`config.mk`:
```
export PLATFORM = sky130hd
export DESIGN_NAME = sprite_draw_arbiter
export DESIGN_NICKNAME = d
export VERILOG_FILES = /design/src/rtl/sprite_draw_arbiter.sv
export SDC_FILE = /design/constraint.sdc
export NUM_CORES = 1
export LEC_CHECK = 0
export BUFFER_PORTS_ARGS = -buffer_cell sky130_fd_sc_hd__buf_2
export CORE_MARGIN = 3
export CORE_UTILIZATION = 46
export CTS_CLUSTER_SIZE = 10
export DETAILED_ROUTE_END_ITERATION = 12
export GPL_TIMING_DRIVEN = 0
export PLACE_DENSITY = 0.94
export SKIP_LAST_GASP = 1
export SYNTH_ARGS = -nofsm -noshare
export SYNTH_HDL_FRONTEND = slang
export SYNTH_SLANG_ARGS = --single-unit
```
`constraint.sdc`:
```
create_clock -name clock -period 3.37 [get_ports clock]
set_input_delay 0.1685 -clock clock [delete_from_list [all_inputs] [get_ports clock]]
set_output_delay 0.1685 -clock clock [all_outputs]
set_load 0.1 [all_outputs]
```
`src/rtl/sprite_draw_arbiter.sv`:
```
// Round-robin arbiter sharing one 5x5 sprite drawer between several owners.
// Latches the winner's operands, pulses go, waits for done or timeout, acks.
module sprite_draw_arbiter #(
    parameter int N       = 4,
    parameter int TIMEOUT = 255
) (
    input  logic            clock,
    input  logic            reset_n,
    input  logic [N-1:0]    req,
    input  logic [8*N-1:0]  x_in,
    input  logic [7*N-1:0]  y_in,
    input  logic [25*N-1:0] shape_in,
    input  logic [3*N-1:0]  colour_in,
    input  logic            done,
    output logic            go,
    output logic [7:0]      x_out,
    output logic [6:0]      y_out,
    output logic [24:0]     shape_out,
    output logic [2:0]      colour_out,
    output logic [N-1:0]    ack,
    output logic            err,
    output logic            busy,
    output logic [2:0]      grant_id
);

    localparam int CW = $clog2(TIMEOUT);
    localparam logic [CW-1:0] CNT_LAST = CW'(TIMEOUT - 1);

    typedef enum logic [1:0] {
        IDLE,
        ISSUE,
        WAIT_DONE,
        ACK
    } state_t;

    state_t        state;
    state_t        state_next;
    logic [2:0]    ptr;
    logic [2:0]    sel_id;
    logic          sel_found;
    logic [CW-1:0] cnt;
    logic          abort;
    logic          expire;

    assign expire = (cnt == CNT_LAST);

    // Search upward from ptr, wrapping modulo N; first pending owner wins.
    always_comb begin : pick
        logic [3:0] pos;
        sel_found = 1'b0;
        sel_id    = 3'd0;
        pos       = 4'd0;
        for (int k = 0; k < N; k++) begin
            pos = {1'b0, ptr} + 4'(k);
            if (pos >= 4'(N)) pos = pos - 4'(N);
            for (int i = 0; i < N; i++) begin
                if (!sel_found && req[i] && pos[2:0] == 3'(i)) begin
                    sel_found = 1'b1;
                    sel_id    = 3'(i);
                end
            end
        end
    end

    always_comb begin
        state_next = state;
        unique case (state)
            IDLE:      if (sel_found) state_next = ISSUE;
            ISSUE:     state_next = WAIT_DONE;
            WAIT_DONE: if (done || expire) state_next = ACK;
            ACK:       state_next = IDLE;
            default:   state_next = IDLE;
        endcase
    end

    always_ff @(posedge clock or negedge reset_n) begin
        if (!reset_n) begin
            state      <= IDLE;
            ptr        <= 3'd0;
            cnt        <= '0;
            abort      <= 1'b0;
            grant_id   <= 3'd0;
            x_out      <= 8'd0;
            y_out      <= 7'd0;
            shape_out  <= 25'd0;
            colour_out <= 3'd0;
        end else begin
            state <= state_next;
            unique case (state)
                IDLE: begin
                    if (sel_found) begin
                        grant_id <= sel_id;
                        for (int i = 0; i < N; i++) begin
                            if (sel_id == 3'(i)) begin
                                x_out      <= x_in[8*i +: 8];
                                y_out      <= y_in[7*i +: 7];
                                shape_out  <= shape_in[25*i +: 25];
                                colour_out <= colour_in[3*i +: 3];
                            end
                        end
                    end
                end
                ISSUE: begin
                    cnt   <= '0;
                    abort <= 1'b0;
                end
                WAIT_DONE: begin
                    // done on the expiry cycle still counts as success
                    if (!done) begin
                        if (expire) abort <= 1'b1;
                        else cnt <= cnt + 1'b1;
                    end
                end
                ACK: begin
                    ptr <= (grant_id == 3'(N - 1)) ? 3'd0 : grant_id + 3'd1;
                end
                default: ;
            endcase
        end
    end

    always_comb begin
        ack = '0;
        if (state == ACK) begin
            for (int i = 0; i < N; i++) ack[i] = (grant_id == 3'(i));
        end
    end

    assign go   = (state == ISSUE);
    assign err  = (state == ACK) && abort;
    assign busy = (state != IDLE);

endmodule

```
; Word level (Yosys, flattened, before mapping)
; Cells that the tools add are included.
[totals]
regBits = 60
in_bits = 179
out_inout_bits = 53
elab_cells = 174
[op_classes]
n_addsub = 9
magnitude_cmp = 4
eq_ne = 27
n_mux = 62
reduce_logical = 63
[op_table]
columns = cell, count
row1 = $mux 25, 4
row2 = $mux 3, 23
row3 = $mux 8, 6
row4 = $eq 3x2->1 const B, 12
row5 = $logic_and 1x1->1, 32
row6 = $mux 7, 4
row7 = $mux 1, 19
row8 = $eq 3x1->1 const B, 6
row9 = $logic_not 3->1, 6
row10 = $pmux 8 s2, 1
row11 = $logic_not 1->1, 15
row12 = $ge 4x3->1 const B, 3
row13 = $sub 3x3->3 const B, 4
row14 = $ne 2x2->1 const B, 5
row15 = $reduce_and 3->1, 3
row16 = $add 3x2->4 const B, 2
row17 = $add 8x1->8 const B, 1
row18 = $eq 8x8->1 const B, 1
row19 = $pmux 2 s4, 1
row20 = $add 3x1->4 const B, 1
row21 = $eq 2x2->1 const B, 2
row22 = $mux 2, 2
row23 = $mux 4, 1
row24 = $reduce_and 2->1, 2
row25 = 8 further kinds, 9

; Longest topological paths before layout
[depth]
depth_word = 70
ltp_mapped = 8

; Least setup slack after synthesis
; Ideal clock, no wire load.
[synth_path]
kind = register to register
start = reg state[0]
end = reg shape_out[16]
arrival_time_ns = 2.123
required_ns = 3.238
path_slack_ns = 1.115
stages_incl_launch_ff = 9
path_buffers = 1
cell_sequence = dfrtp_1 -> inv_1 -> ha_1 -> inv_1 -> a31oi_4 -> nand3_2 -> buf_2 -> a221oi_1 -> a211oi_1
[synth_between]
elab_chain_len = 2
[synth_lines]
columns = item, line_no
row1 = from (decl), 36  ; state_t state;
row2 = from (signal assigned), 88  ; state <= state_next;
row3 = $logic_not 2->1, 89  ; unique case (state)
row4 = $reduce_and 3->1 (no line), --
row5 = to (signal assigned), 97  ; shape_out <= shape_in[25*i +: 25];
row6 = to (decl), 18  ; output logic [24:0] shape_out,
; Every way passes these cells.
; A chain may end at the register's enable or synchronous reset.

; Final worst setup path
[layout_path]
start = reg state[0]
end = reg shape_out[4]
; The elaborated chain is that of the path after synthesis.

==> results.ini <==
[yosys]
synthArstFlopShare_pct = 100
syn_avg_cell_area_um2 = 9.79
ys_warn_count = 0
synth-main-ff-cell = dfrtp_1
synth_edf_count = 0
syn_area_um2 = 3820
ys_ff_latch = 58
ys_types = 43
syn_nets = 579
ys_seq_area_share_pct = 38.0
postSynthCellCount = 390

[cells_and_area]
fin_util_pct = 67.6
nets = 821
nFillCells = 630
final_layout_size_suffix_gt1_share_pct = 42.9
fin_cells = 739
diodes = 0
syn_to_final_growth_pct = 39.5

[global_route]
grtUsageTotal_pct = 27.9
grt_max_degree = 59
grt_pass1_wl_um = 21300
grt.overflow.total = 0
antenna_found_initial = 0
grt_pass1_vias = 4300

[timing]
finalSetupViolCount = 0
worst_slew_pin_slew_ps = 753
finalSetupTns_ps = 0
fin_crit_sh_pct = 73.2
finalMaxSlewViolations = 0
clock_skew_ps = 6.84
timing.final.crit_period_ps = 2470
rsz0062_at_grt = false
fmax_mhz = 405
finalHoldViolations = 0
slew-limit-headroom_pct = 49.8

[pwr]
peakVddDrop_v = 0.000692
p_int_mw = 2.35
swShare_pct = 61.4
comb_power_share_pct = 68.3
p_switching_mw = 3.75
powerDensity_nw_per_um2 = 1150
power.leakage_nw = 2.68
clock_power_share_pct = 11.8
p_seq_share_pct = 19.9

[placed_design]
io_buffer_count = 230
dp.cells = 722
dp.final_hpwl_um = 10400
gp_congestion = 0.936

[cts]
numCtsBuffers = 9
clockRootBuffer = clkbuf_8
cts_num_sinks = 58
h-tree-depth = 3
path_clk_slew_ps = 70
cts_buffer_depth = 2
clk_latency_ps = 330
cts_tree = done

[critical_path]
critPathRequiredTime_ps = 3560
crit_path_start_kind = flop
critPathCaptureType = flop
cp_max_fo = 10
crit_type = reg -> reg
critical_path_arrival_ps = 2660
r2r_cells = 8

[detailed_routing]
ant_nets = 0
dr_total_vias = 4160
drc = 0
drtPass1Iterations = 5
drt_wl_total_um = 13300
routed_via_density = 5.63
drt_iter0_drc = 213
wl_per_cell_um = 17.9

[floorplanning]
die_w_um = 97.1
ios = 232
die_h_um = 97.1
start_util_pct = 48.4
core-area_um2 = 7890
dieArea_um2 = 9430
rows = 32

[run_status]
status = finished, final reports clean

[hold_path]
hp-class = in -> reg
hold_depth = 3

[flow_run]
cap_violations = 0

-- final timing paths --
path,end,slack (ps),startpoint
worst min-delay path,shape_out[9],160,shape_in[34]
max in group asynchronous,shape_out[16],2400,reset_n
worst max register to register,shape_out[4],900,state[0]
min in group asynchronous,x_out[2],450,reset_n
worst max-delay path,shape_out[4],900,state[0]
worst min register to register,cnt[6],500,cnt[6]
-- worst max-delay path, cell delays in order (launching register included) --
cell and delay, ps:
dfrtp_1 420, inv_1 100, ha_1 280, inv_1 120
a31oi_4 380, nand3_2 330, buf_2 300, a221oi_1 300
a211oi_1 100
-- per-layer routing --
layer | vias up | GRT usage (%) | share of wire (%)
met5 | - | 0 | 0
met3 | 25 | 6.32 | 8.9
met1 | 1951 | 32.4 | 37
li1 | 1939 | - | -
met2 | 245 | 50.3 | 52
met4 | 0 | 9.50 | 2.0
-- registers in the layout, summed over array words and instances (netlist names) --
signal      flops
y_out           7
abort           1
x_out           8
shape_out      25
grant_id        2
cnt             8
colour_out      3
state           2
ptr             2
-- final cells by class --
class                           count  area, um^2  area share, %
Clock buffer                       11         141           2.65
Multi-Input combinational cell    289        2120           39.8
Tap cell                          102         128           2.39
Buffer                             32         204           3.83
Inverter                           11        41.3          0.775
Sequential cell                    58        1450           27.2
Timing Repair Buffer              231        1160           21.8
Clock inverter                      5        77.6           1.46
-- metrics by stage --
stage	worst slack (ps)	area [um^2]	power, mW	hold slack (ps)
global placement	1090	5100	5.28	480
floorplan	1120	3820	4.52	-127
finish	904	5330	6.11	163
global route	759	5330	6.39	170
CTS	941	5320	6.12	155
detailed placement	967	5100	5.39	491
-- cell usage after synthesis, types with 2 or more instances --
library cell | number | area (um^2)
and2_1 | 48 | 300
a221oi_1 | 42 | 368
o21ai_1 | 2 | 10.0
o21ai_0 | 5 | 25.0
inv_2 | 2 | 7.51
nand3_1 | 2 | 10.0
buf_2 | 10 | 50.1
nand2b_1 | 4 | 25.0
clkbuf_1 | 14 | 52.6
nor2_1 | 48 | 180
buf_12 | 3 | 60.1
a21oi_1 | 4 | 20.0
ha_1 | 10 | 125
dfrtp_1 | 58 | 1450
inv_1 | 9 | 33.8
or3_1 | 2 | 12.5
nand2_1 | 10 | 37.5
mux2i_1 | 46 | 460
a211oi_1 | 42 | 315
o2111ai_1 | 3 | 26.3
buf_4 | 4 | 30.0
-- layout by cell type (no fill, tap or decap), drive strengths merged, types with 3 or more instances in the layout --
cell	n
ha	10
and2	48
nand3	3
nand2b	4
o21ai	7
a211oi	43
a21oi	4
clkbuf	25
a221oi	43
inv	11
mux2i	46
dfrtp	58
nand2	10
buf	248
nor2	48
o2111ai	3
-- cell families (layout without fill, tap and decap cells) --
| family | Yosys count | count (layout) | synth area share (%) |
|---|---|---|---|
| adder cells (fa/ha/maj) | 10 | 10 | 3.28 |
| XOR/XNOR | 1 | 1 | 0.229 |
| other | 1 | 1 | 0.0982 |
| AO/OA/AOI/OAI | 111 | 111 | 23.9 |
| flip-flops | 58 | 58 | 38.0 |
| multiplexers | 47 | 47 | 12.3 |
| AND/OR/NAND/NOR | 119 | 119 | 15.7 |
| buffers and inverters | 43 | 290 | 6.42 |
-- repair_timing --
action / in CTS / in global routing
gates resized for setup: 0 / 0
hold buffers: 0 / 1
hold endpoints to repair: 0 / 58
setup buffers: 0 / 0
-- power groups by stage --
stage          logic (mW)  registers, mW  clock network, mW
2_1_floorplan        1.43           3.10                  0
3_3_place_gp         4.07           1.20                  0
3_5_place_dp         4.17           1.22                  0
4_1_cts              4.17           1.21              0.731
5_1_grt              4.37           1.25              0.769
6_report             4.17           1.21              0.723
Power figures use the tool's default switching activity.
